[src/rtl/level_pkg.sv]
// level_pkg: shared types and helpers for level_ctrl.
//   state_t      - controller states (IDLE, RAMP)
//   sat_step     - one saturating step up or down, clamped to [0, lmax]
//   default_slot - reset contents of preset slot k, min(k, lmax)
// Level math is carried at MAX_W bits here. Callers zero-extend into
// wide_t and truncate the result back to their own level width.
package level_pkg;

  typedef enum logic {IDLE, RAMP} state_t;

  localparam int unsigned MAX_W = 16;
  typedef logic [MAX_W-1:0] wide_t;

  function automatic wide_t sat_step(input wide_t value, input logic inc,
                                     input wide_t lmax);
    wide_t r;
    r = value;
    if (inc) begin
      if (value < lmax) r = value + wide_t'(1);
    end else begin
      if (value != '0) r = value - wide_t'(1);
    end
    return r;
  endfunction

  function automatic wide_t default_slot(input int unsigned k, input wide_t lmax);
    return (k > 32'(lmax)) ? lmax : wide_t'(k);
  endfunction

endpackage

[src/rtl/level_ctrl_btn_edge.sv]
// btn_edge: W-wide rising-edge detector with a synchronous active-high reset.
//   clock - system clock
//   reset - clears the previous-value register
//   btn   - synchronised, level-sensitive button inputs
//   rise  - high for one cycle when btn goes 0 -> 1
// The previous-value register clears on reset, so a button that is held
// through reset is reported as a rise on the first cycle after reset.
module btn_edge #(
  parameter int unsigned W = 2
) (
  input  logic         clock,
  input  logic         reset,
  input  logic [W-1:0] btn,
  output logic [W-1:0] rise
);

  logic [W-1:0] prev;

  always_ff @(posedge clock) begin
    if (reset) prev <= '0;
    else       prev <= btn;
  end

  assign rise = btn & ~prev;

endmodule

[src/rtl/level_ctrl.sv]
// level_ctrl: multi-channel saturating level controller with preset bank.
//   clock, reset - system clock, synchronous active-high reset
//   up, down     - per-channel step buttons (edge detected)
//   preset_sel   - slot addressed by store/recall
//   store        - save current levels into slot preset_sel
//   recall       - load slot preset_sel (ramped when LEVEL_RAMP_EN)
//   mute         - output mask; stored levels are untouched
//   level        - packed levels, channel c at [c*LEVEL_W +: LEVEL_W]
//   sat          - channel at 0 or full scale
//   busy         - ramp in progress
// Build option: define LEVEL_RAMP_EN to make recall step toward the target
// once every RAMP_DIV cycles; otherwise recall loads in one cycle.
module level_ctrl
  import level_pkg::*;
#(
  parameter int unsigned CHANNELS = 2,
  parameter int unsigned LEVEL_W  = 3,
  parameter int unsigned PRESETS  = 4,
  parameter int unsigned RAMP_DIV = 4
) (
  input  logic                         clock,
  input  logic                         reset,
  input  logic [CHANNELS-1:0]          up,
  input  logic [CHANNELS-1:0]          down,
  input  logic [$clog2(PRESETS)-1:0]   preset_sel,
  input  logic                         store,
  input  logic                         recall,
  input  logic                         mute,
  output logic [CHANNELS*LEVEL_W-1:0]  level,
  output logic [CHANNELS-1:0]          sat,
  output logic                         busy
);

  if (PRESETS < 2) begin : g_chk_presets
    $error("level_ctrl: PRESETS must be at least 2");
  end
  if (RAMP_DIV < 1) begin : g_chk_div
    $error("level_ctrl: RAMP_DIV must be at least 1");
  end
  if (LEVEL_W > MAX_W) begin : g_chk_width
    $error("level_ctrl: LEVEL_W exceeds level_pkg::MAX_W");
  end

  typedef logic [LEVEL_W-1:0] lvl_t;
  localparam lvl_t LMAX = '1;

  lvl_t lvl_q    [CHANNELS];
  lvl_t lvl_d    [CHANNELS];
  lvl_t step_lvl [CHANNELS];
  lvl_t slot_q   [PRESETS][CHANNELS];
  logic slot_we;

  logic [CHANNELS-1:0] up_rise;
  logic [CHANNELS-1:0] down_rise;
  logic [1:0]          cmd_rise;
  logic                store_rise;
  logic                recall_rise;
  logic                sel_ok;
  logic                store_go;
  logic                recall_go;

  btn_edge #(.W(CHANNELS)) u_up_edge (
    .clock(clock), .reset(reset), .btn(up), .rise(up_rise)
  );
  btn_edge #(.W(CHANNELS)) u_down_edge (
    .clock(clock), .reset(reset), .btn(down), .rise(down_rise)
  );
  btn_edge #(.W(2)) u_cmd_edge (
    .clock(clock), .reset(reset), .btn({store, recall}), .rise(cmd_rise)
  );

  assign store_rise  = cmd_rise[1];
  assign recall_rise = cmd_rise[0];
  assign sel_ok      = (32'(preset_sel) < PRESETS);
  assign store_go    = store_rise & sel_ok;
  // Store has priority; a recall in the same cycle is dropped.
  assign recall_go   = recall_rise & ~store_rise & sel_ok;

  // Button stepping; opposing edges on one channel cancel.
  always_comb begin
    for (int unsigned c = 0; c < CHANNELS; c++) begin
      step_lvl[c] = lvl_q[c];
      if (up_rise[c] != down_rise[c])
        step_lvl[c] = lvl_t'(sat_step(wide_t'(lvl_q[c]), up_rise[c], wide_t'(LMAX)));
    end
  end

`ifdef LEVEL_RAMP_EN
  localparam int unsigned DIV_W = (RAMP_DIV > 1) ? $clog2(RAMP_DIV) : 1;
  localparam logic [DIV_W-1:0] DIV_LAST = DIV_W'(RAMP_DIV - 1);

  state_t           state_q, state_d;
  logic [DIV_W-1:0] div_q, div_d;
  lvl_t             tgt_q    [CHANNELS];
  lvl_t             tgt_d    [CHANNELS];
  lvl_t             ramp_lvl [CHANNELS];
  logic             at_tgt;
  logic             step_done;

  // One step toward the target on every channel. step_done lets the FSM
  // leave RAMP on the same edge as the final step, so busy lasts exactly
  // D*RAMP_DIV cycles.
  always_comb begin
    at_tgt    = 1'b1;
    step_done = 1'b1;
    for (int unsigned c = 0; c < CHANNELS; c++) begin
      ramp_lvl[c] = lvl_q[c];
      if (lvl_q[c] != tgt_q[c]) begin
        at_tgt      = 1'b0;
        ramp_lvl[c] = lvl_t'(sat_step(wide_t'(lvl_q[c]), lvl_q[c] < tgt_q[c],
                                      wide_t'(LMAX)));
      end
      if (ramp_lvl[c] != tgt_q[c]) step_done = 1'b0;
    end
  end

  always_comb begin
    state_d = state_q;
    div_d   = div_q;
    slot_we = 1'b0;
    for (int unsigned c = 0; c < CHANNELS; c++) begin
      lvl_d[c] = lvl_q[c];
      tgt_d[c] = tgt_q[c];
    end
    case (state_q)
      IDLE: begin
        if (recall_go) begin
          for (int unsigned c = 0; c < CHANNELS; c++) tgt_d[c] = slot_q[preset_sel][c];
          div_d   = '0;
          state_d = RAMP;
        end else begin
          slot_we = store_go;
          for (int unsigned c = 0; c < CHANNELS; c++) lvl_d[c] = step_lvl[c];
        end
      end
      RAMP: begin
        if (recall_rise && sel_ok) begin
          for (int unsigned c = 0; c < CHANNELS; c++) tgt_d[c] = slot_q[preset_sel][c];
          div_d = '0;
        end else if (at_tgt) begin
          state_d = IDLE;
        end else if (div_q == DIV_LAST) begin
          div_d = '0;
          for (int unsigned c = 0; c < CHANNELS; c++) lvl_d[c] = ramp_lvl[c];
          if (step_done) state_d = IDLE;
        end else begin
          div_d = div_q + DIV_W'(1);
        end
      end
      default: state_d = IDLE;
    endcase
  end

  always_ff @(posedge clock) begin
    if (reset) begin
      state_q <= IDLE;
      div_q   <= '0;
      for (int unsigned c = 0; c < CHANNELS; c++) tgt_q[c] <= '0;
    end else begin
      state_q <= state_d;
      div_q   <= div_d;
      for (int unsigned c = 0; c < CHANNELS; c++) tgt_q[c] <= tgt_d[c];
    end
  end

  assign busy = (state_q == RAMP);
`else
  always_comb begin
    slot_we = 1'b0;
    for (int unsigned c = 0; c < CHANNELS; c++) lvl_d[c] = lvl_q[c];
    if (recall_go) begin
      for (int unsigned c = 0; c < CHANNELS; c++) lvl_d[c] = slot_q[preset_sel][c];
    end else begin
      slot_we = store_go;
      for (int unsigned c = 0; c < CHANNELS; c++) lvl_d[c] = step_lvl[c];
    end
  end

  assign busy = 1'b0;
`endif

  // The slot captures the pre-step levels of the store cycle.
  always_ff @(posedge clock) begin
    if (reset) begin
      for (int unsigned c = 0; c < CHANNELS; c++) lvl_q[c] <= '0;
      for (int unsigned k = 0; k < PRESETS; k++)
        for (int unsigned c = 0; c < CHANNELS; c++)
          slot_q[k][c] <= lvl_t'(default_slot(k, wide_t'(LMAX)));
    end else begin
      for (int unsigned c = 0; c < CHANNELS; c++) lvl_q[c] <= lvl_d[c];
      if (slot_we)
        for (int unsigned c = 0; c < CHANNELS; c++) slot_q[preset_sel][c] <= lvl_q[c];
    end
  end

  always_comb begin
    level = '0;
    sat   = '0;
    for (int unsigned c = 0; c < CHANNELS; c++) begin
      level[c*LEVEL_W +: LEVEL_W] = mute ? '0 : lvl_q[c];
      sat[c] = (lvl_q[c] == '0) || (lvl_q[c] == LMAX);
    end
  end

endmodule

[config.mk]
export PLATFORM = sky130hd
export DESIGN_NAME = level_ctrl
export DESIGN_NICKNAME = d
export VERILOG_FILES = /design/src/rtl/level_pkg.sv /design/src/rtl/level_ctrl_btn_edge.sv /design/src/rtl/level_ctrl.sv
export SDC_FILE = /design/constraint.sdc
export NUM_CORES = 1
export LEC_CHECK = 0
export BUFFER_PORTS_ARGS = -buffer_cell sky130_fd_sc_hd__buf_2
export CORE_MARGIN = 4
export CORE_UTILIZATION = 30
export DETAILED_ROUTE_END_ITERATION = 8
export SYNTH_ARGS = -nofsm -noshare
export SYNTH_HDL_FRONTEND = slang
export SYNTH_HIERARCHICAL = 1
export SYNTH_SLANG_ARGS = --single-unit
export TNS_END_PERCENT = 20
[constraint.sdc]
create_clock -name clock -period 2.78 [get_ports clock]
set_input_delay 0.417 -clock clock [delete_from_list [all_inputs] [get_ports clock]]
set_output_delay 0.417 -clock clock [all_outputs]
set_load 0.03 [all_outputs]
# ---- Word level (Yosys, flattened, before mapping)
# Memory sizes are Yosys's and may differ from the RTL's.
# Index checks and enable logic that the tools add are counted.
dict set report totals {
  reg_bits 6
  n_memories 2
  inputBits 11
  output_inout_bits 9
  elab_cells 55
  ramBits 30
}
# name words width rd rd_clocked_by_memory_dff wr line_no
set memory_table {}
lappend memory_table {slot_q 4 6 1 0 4 level_ctrl.sv:50} ;# lvl_t slot_q [PRESETS][CHANNELS];
lappend memory_table {lvl_q 2 3 2 0 2 level_ctrl.sv:47} ;# lvl_t lvl_q [CHANNELS];
dict set report classes {
  muxes 23
  eq_ne 4
  reduce_logical 7
  n_addsub 4
  n_bitwise 10
  order_cmp 2
}
# cell count
set ops {}
lappend ops {{3-bit two-way mux} 12}
lappend ops {{6-bit two-way mux} 2}
lappend ops {{1-bit two-way mux} 8}
lappend ops {{3-bit by 1-bit adder with 3-bit output, second input constant} 2}
lappend ops {{2-bit AND} 3}
lappend ops {{3-bit equality test, second input constant} 2}
lappend ops {{3-bit zero test} 2}
lappend ops {{3-bit less-than comparator, second input constant} 2}
lappend ops {{2-bit inverter} 3}
lappend ops {{3-bit nonzero test} 2}
lappend ops {{6-bit OR reduction} 1}
lappend ops {{3-bit by 1-bit subtractor with 3-bit output, second input constant} 2}
lappend ops {{1-bit logical OR} 2}
lappend ops {{2-bit two-way mux} 1}
lappend ops {{1-bit != test} 2}
lappend ops {{1-bit bitwise OR} 2}
lappend ops {{1-bit AND} 1}
lappend ops {{1-bit inverter} 1}

# ---- Logic depth before layout (Yosys ltp)
# Gate-level depths: netlist (run 1).
dict set report depth {
  word_depth 10
  ltp_mapped 7
  depth_no_buf 7
}

# ---- By module
# Netlist (run 1), hierarchy kept.
# mod area_per_inst_um2 cells_each n_inst seq_area_each_um2
set modules_own_cells {}
lappend modules_own_cells {level_ctrl 1682.9 144 1 840.8}
lappend modules_own_cells {btn_edge 70.1 6 3 40.0}

# ---- Least setup slack after synthesis (run 1)
# No wires, ideal clock.
dict set report synth_path {
  path_kind {input port to flip-flop}
  start {input up[1]}
  end {memory lvl_q[0][5] (netlist bit)}
  cell_stages 6
  path_slack_ps 704
  arrival_time_ps 1989
  path_buffers 0
  setup_ps 87
  path_cell_list {nor2b_2 inv_1 fa_1 or4_1 and3_1 o31ai_1}
}
# item line_no
set synth_rtl {}
lappend synth_rtl {{start, declared} level_ctrl.sv:23} ;# input logic [CHANNELS-1:0] up,
lappend synth_rtl {{end, declared} level_ctrl.sv:47}

==> PnR_summary.wiki, run 1 <==
{| class="wikitable"
! Metric !! Value
|-
| Die area || 7640 µm²
|-
| Placeable core region || about 6000 µm²
|-
| Largest fanout on the critical path || 8
|-
| Layout Nets || 191
|-
| IO Count || 20
|-
| Placement Rows || 28
|-
| Average routed wire per standard cell || approximately 14 µm
|-
| Total power after layout || roughly 1.3 mW
|-
| CTS tree || built
|-
| Final hold viol count || 0
|-
| Worst-path clk slew || ~0.08 ns
|-
| Number of cells in the finished layout apart from fillers || 254
|-
| Total iterations of the first detailed-routing run || 4
|-
| Power density over cell area || just under 600 nW/µm²
|-
| Share of the clock period used by the worst path || 0.758
|-
| Number of buffers added to fix hold violations after cts || 0
|-
| TritonCTS sink count || 36
|-
| Average cell area after synthesis || 11.7 µm²
|-
| Final count of negative-setup-slack endpoints || 0
|-
| Deepest level of the CTS H-tree || 2
|-
| Gr ovfl total || 0
|-
| Resized cells post-CTS || 0
|-
| Number of violations of the max-capacitance limit || 0
|-
| CP arrival || 2.32 ns
|-
| Worst Path Required || 2.99 ns
|-
| Growth of design area from synthesis to finish || 11.5%
|-
| Final weighted congestion in routability-driven placement || roughly 0.70
|-
| Post-Place Setup Slack || between 0.4 and 0.5 ns
|-
| Estimated wirelength of the detail-placed design || between 2000 and 3000 µm
|-
| Type of the worst setup path || reg -> reg
|-
| DRC violations left || 0
|-
| Initial antenna violation count || 0
|-
| Chip Width || roughly 87 µm
|-
| Pin count of the biggest net entering global routing || 20
|-
| Number of different library cells in the post-synthesis netlist || 40
|-
| Status || completed
|-
| Port Buf Inserts || 18
|-
| First-pass GRT wire length || 6180 µm
|-
| CTS Root Cell || clkbuf_8
|-
| Post-route worst setup slack || 0.672 ns
|-
| Clock buffer depth || 2
|-
| Cell area after technology mapping || 1890 µm²
|-
| Total number of vias || about 1200
|-
| Number of synthesized register bits || 36
|-
| Post-CTS setup buffers || 0
|-
| Unrepaired setup endpoints after global routing || false
|-
| Post-synthesis net count || between 150 and 200
|-
| Vias in the first global route || 1244
|-
| Worst-case vdd ir drop || 0.297 mV
|-
| Drt first-iter violations || 63
|-
| Synthesis Warnings || 6
|-
| Final critical delay including setup and external delays || roughly 2.1 ns
|-
| Maximum frequency from static timing analysis || between 400 and 500 MHz
|-
| Ratio of routed vias to standard cells || between 4 and 5
|-
| Startpoint type of the worst setup path || flop
|-
| Total global-route track usage || 0.107
|-
| Effective utilization at floorplan || 0.314
|-
| Worst setup EP type || flop
|-
| Antenna diode count || 0
|-
| Leakage || roughly 0.75 nW
|-
| Hold Crit Class || in -> reg
|-
| Final WL || approximately 3700 µm
|-
| Die height || a little under 90 µm
|-
| Fraction of final layout cells with drive strength greater than 1 || 0.307
|-
| Worst Skew || around 0.011 ns
|-
| Final-layout setup total negative slack || 0 ns
|-
| Placed Cells || between 200 and 250
|-
| Sequential element share of the synthesized area || 0.508
|-
| Count of nets left with antenna violations after detail routing || 0
|-
| Number of clock buffers inserted by TritonCTS || 5
|-
| Final-report max-slew violation count || 0
|-
| Clk_lat worst skew || 0.30 ns
|-
| Post-Synthesis Cells || between 150 and 200
|}
[cells in the final DEF (no fill, tap or decap), types with 2 or more instances in the layout]
master,count
inv_1,5
a31oi_1,3
clkinv_2,2
fa_1,2
a211oi_2,2
o21ai_0,4
nand2_1,6
buf_2,18
clkbuf_8,5
or2_2,7
nor3_1,7
mux2i_1,3
edfxtp_1,24
nand2b_1,2
nor2b_1,15
dfxtp_1,12
or3_1,4
nor2b_2,6
mux4_2,6
or3_4,2
nand3_1,3
nor2_1,11
nor4_1,2
and2_1,9
nor3b_1,3
[cells in the mapped netlist (all sizes together)]
master	count	area (µm²)
edfxtp	24	721
nor2b	21	146
dfxtp	12	240
nor2	11	41.3
and2	10	63.8
buf	7	50.1
nor3	7	35.0
or2	7	43.8
mux4	6	135
nand2	6	22.5
or3	6	47.5
inv	5	18.8
o21ai	4	20.0
a31oi	3	18.8
clkbuf	3	11.3
mux2i	3	30.0
nand3	3	15.0
nor3b	3	22.5
a211oi	2	25.0
a221o	2	21.3
a22oi	2	33.8
fa	2	40.0
nand2b	2	12.5
nor4	2	12.5
a21oi	1	5.00
a22o	1	8.76
and2b	1	8.76
and3	1	6.26
and4b	1	10.0
conb	1	3.75
o21a	1	7.51
o31ai	1	7.51
or4	1	7.51
[layout make-up]
cell class              count  area, µm²
fillers                   623       3920
flip-flops and latches     36        961
multi-input cells         111        852
repair buffers             19       97.6
well taps                  75       93.8
clock buffers               5       68.8
clock inverters             3       18.8
inverters                   5       18.8
[metal layers]
metal  vias up  part of all wire  track usage
met2        38              0.43        0.151
met5         -                 0            0
met3         7             0.062       0.0341
li1        606                 -            -
met4         0             0.020       0.0460
met1       584              0.49        0.149
[kinds of logic after synthesis]
group / after synthesis / synth area share
simple gates: 82 / 0.262
flops: 36 / 0.508
other cells: 1 / 0.00198
buf+inv: 15 / 0.0423
compound gates: 17 / 0.0780
mux: 9 / 0.0872
fa+ha+maj: 2 / 0.0212
[state kept, by name (all words and copies together) (netlist names)]
register / flops
u_cmd_edge/prev: 2
slot_q: 24
lvl_q: 6
u_down_edge/prev: 2
u_up_edge/prev: 2
[per-stage QoR]
stage	cell area (µm²)	hold WS, ns	utilization
6_report	2110	0.346	0.350
5_1_grt	2110	0.357	0.350
4_1_cts	2110	0.336	0.350
3_5_place_dp	2020	0.648	0.336
3_3_place_gp	2020	0.641	0.336
2_1_floorplan	1890	0.489	-
[worst paths after layout]
check	from	endpoint	slack, ns	depth (start not counted)
hold / removal	recall	u_cmd_edge/prev[0]	0.35	2
setup reg to reg	u_up_edge/prev[1]	lvl_q[0][5]	0.67	6
hold reg to reg	slot_q[1][2]	lvl_q[0][5]	0.69	3
setup / recovery	u_up_edge/prev[1]	lvl_q[0][5]	0.67	6
[where the power goes]
part           internal (mW)  leakage (nW)  switching [mW]  total [mW]
clock network          0.175        0.0479           0.202       0.376
registers              0.601         0.324          0.0435       0.644
logic                  0.103         0.382           0.130       0.233
total                  0.879         0.755           0.375        1.25
[critical path, stage by stage (launching register included)]
cell and delay [ns]:
dfxtp_1 0.31, nor2b_2 0.29, inv_1 0.11, fa_1 0.45
or4_1 0.47, and3_1 0.18, o31ai_1 0.22
No activity file was read; power rests on OpenSTA's default activity.
==> run 2, diff against run 1 <==
- clock period: 2.78 -> 2.1 ns (I/O delays scaled with it)
==> PnR_summary.wiki, run 2 (synthesis gave the netlist of run 1 again) <==
{| class="wikitable"
! Metric !! Value
|-
| Family of cells with the greatest summed delay on the critical path || simple AND/OR/NAND/NOR gates
|-
| TritonCTS sink count || 36
|-
| Worst Path Required || between 2 and 2.5 ns
|-
| Count of nets left with antenna violations after detail routing || 0
|-
| Placement Rows || 28
|-
| Total number of vias || 1206
|-
| Largest register FFs || 24
|-
| Worst Hold Endpoint || u_down_edge/prev[1]
|-
| Busiest grt layer || met2
|-
| Startpoint type of the worst setup path || flop
|-
| Worst Skew || 0.00319 ns
|-
| Number of buffers added to fix hold violations after cts || 0
|-
| Worst setup EP type || flop
|-
| Resized cells post-CTS || 0
|-
| Met2 Usage GRT || 0.162
|-
| Pin count of the biggest net entering global routing || 19
|-
| Ratio of routed vias to standard cells || 4.67
|-
| Placeable core region || around 6000 µm²
|-
| Hold Path Depth || 2
|-
| CP arrival || 2.07 ns
|-
| Regs by FF count || slot_q (24), lvl_q (6)
|-
| First-pass GRT wire length || between 6000 and 7000 µm
|-
| Number of clock buffers inserted by TritonCTS || 5
|-
| Total global-route track usage || 0.107
|-
| Power density over cell area || ~770 nW/µm²
|-
| Estimated wirelength of the detail-placed design || between 2000 and 3000 µm
|-
| Initial antenna violation count || 0
|-
| Chip Width || between 80 and 90 µm
|-
| Type of the worst setup path || reg -> reg
|-
| Number of cells in the finished layout apart from fillers || 258
|-
| Placed Cells || 250
|-
| Highest-count cells in the layout ignoring fill and taps || edfxtp_1, buf_2, nor2b_1
|-
| Vias in the first global route || ~1200
|-
| Die area || ~7600 µm²
|-
| Worst-path clk slew || 0.07 ns
|-
| Final weighted congestion in routability-driven placement || 0.829
|-
| Worst R2R Path Depth || 6
|-
| Met1 track demand over resource || 0.147
|-
| Final hold viol count || 0
|-
| CP Buf/Inv Count || 1
|-
| Hold Crit Class || in -> reg
|-
| Worst-case vdd ir drop || ~0.33 mV
|-
| Final WL || roughly 3700 µm
|-
| DRC violations left || 0
|-
| CTS Root Cell || clkbuf_8
|-
| Final count of negative-setup-slack endpoints || 0
|-
| Average routed wire per standard cell || around 14 µm
|-
| Register name with the most flops || slot_q
|-
| Commonest non-fill, non-tap cell in the layout || edfxtp_1
|-
| Reg-to-reg critical path startpoint || u_up_edge/prev[1]
|-
| Gr ovfl total || 0
|-
| Leakage || between 0.7 and 0.8 nW
|-
| Critical Path Max Stage Delay || between 0.4 and 0.5 ns
|-
| CTS tree || built
|-
| Share of the clock period used by the worst path || 0.890
|-
| Reg-to-reg slack, setup || 0.23 ns
|-
| Status || completed
|-
| Effective utilization at floorplan || 0.314
|-
| Clk_lat worst skew || 0.28 ns
|-
| Final critical delay including setup and external delays || between 1.5 and 2 ns
|-
| Antenna diode count || 0
|-
| Endpoint of the worst-slack reg-to-reg timing path || lvl_q[0][5]
|-
| Die height || 87.4 µm
|-
| Total iterations of the first detailed-routing run || 4
|-
| Slowest stage cell on the critical path || or4_1
|-
| IO Count || 20
|-
| Growth of design area from synthesis to finish || 12.8%
|-
| Post-CTS setup buffers || 0
|-
| HP Start || down[1]
|-
| Largest fanout on the critical path || 3
|-
| Final-layout setup total negative slack || 0 ns
|-
| Number of violations of the max-capacitance limit || 0
|-
| Fraction of final layout cells with drive strength greater than 1 || 0.311
|-
| Global-route met3 utilization || 0.0350
|-
| Port Buf Inserts || 18
|-
| Clock buffer depth || 2
|-
| Drt first-iter violations || between 40 and 50
|-
| Layout Nets || between 150 and 200
|-
| Unrepaired setup endpoints after global routing || false
|-
| Critical path cell sequence || nor2b_2 > inv_1 > fa_1 > or4_1 > and3_1 > o31ai_1
|-
| Maximum frequency from static timing analysis || 535 MHz
|-
| Final-report max-slew violation count || 0
|-
| Deepest level of the CTS H-tree || 2
|}
==> run 2: layer usage <==
metal  vias to the layer above  wire length, µm
li1                        619                -
met1                       554             1780
met2                        31             1660
met3                         2              235
met4                         0               14
met5                         -                0
==> run 2: cell type report <==
type                       count  area [µm²]
clock buffer                   7        76.3
clock inverter                 1        5.00
fill                         611        3890
inverter                       5        18.8
multi-input combinational    111         852
sequential                    36         961
tap                           75        93.8
timing repair buffer          23         128
==> run 2: how the worst max path moves through the flow <==
stage,slack [ns],start,cells past startpoint,endpoint
final,0.23,u_up_edge/prev[1],6,lvl_q[0][5]
after global routing,0.09,u_up_edge/prev[1],6,lvl_q[0][5]
after CTS,0.22,u_up_edge/prev[1],6,lvl_q[0][5]
after detailed placement,0.10,up[1],7,lvl_q[0][5]
after global placement,0.15,up[1],7,lvl_q[0][5]
after floorplan,0.13,up[1],6,lvl_q[0][5]
==> run 2: through the flow <==
stage	power, mW	area (µm²)	setup WS [ns]	hold WS [ns]	util
2_1_floorplan	1.11	1890	0.126	0.387	-
3_5_place_dp	1.19	2050	0.101	0.540	0.341
6_report	1.65	2130	0.231	0.254	0.354
4_1_cts	1.67	2130	0.222	0.248	0.354
3_3_place_gp	1.19	2050	0.146	0.538	0.341
5_1_grt	1.75	2130	0.0878	0.251	0.354
==> run 2: power by group <==
| part | switching, mW | internal, mW |
|---|---|---|
| clock network | 0.240 | 0.233 |
| logic | 0.192 | 0.147 |
| registers | 0.0418 | 0.796 |
| total | 0.474 | 1.18 |
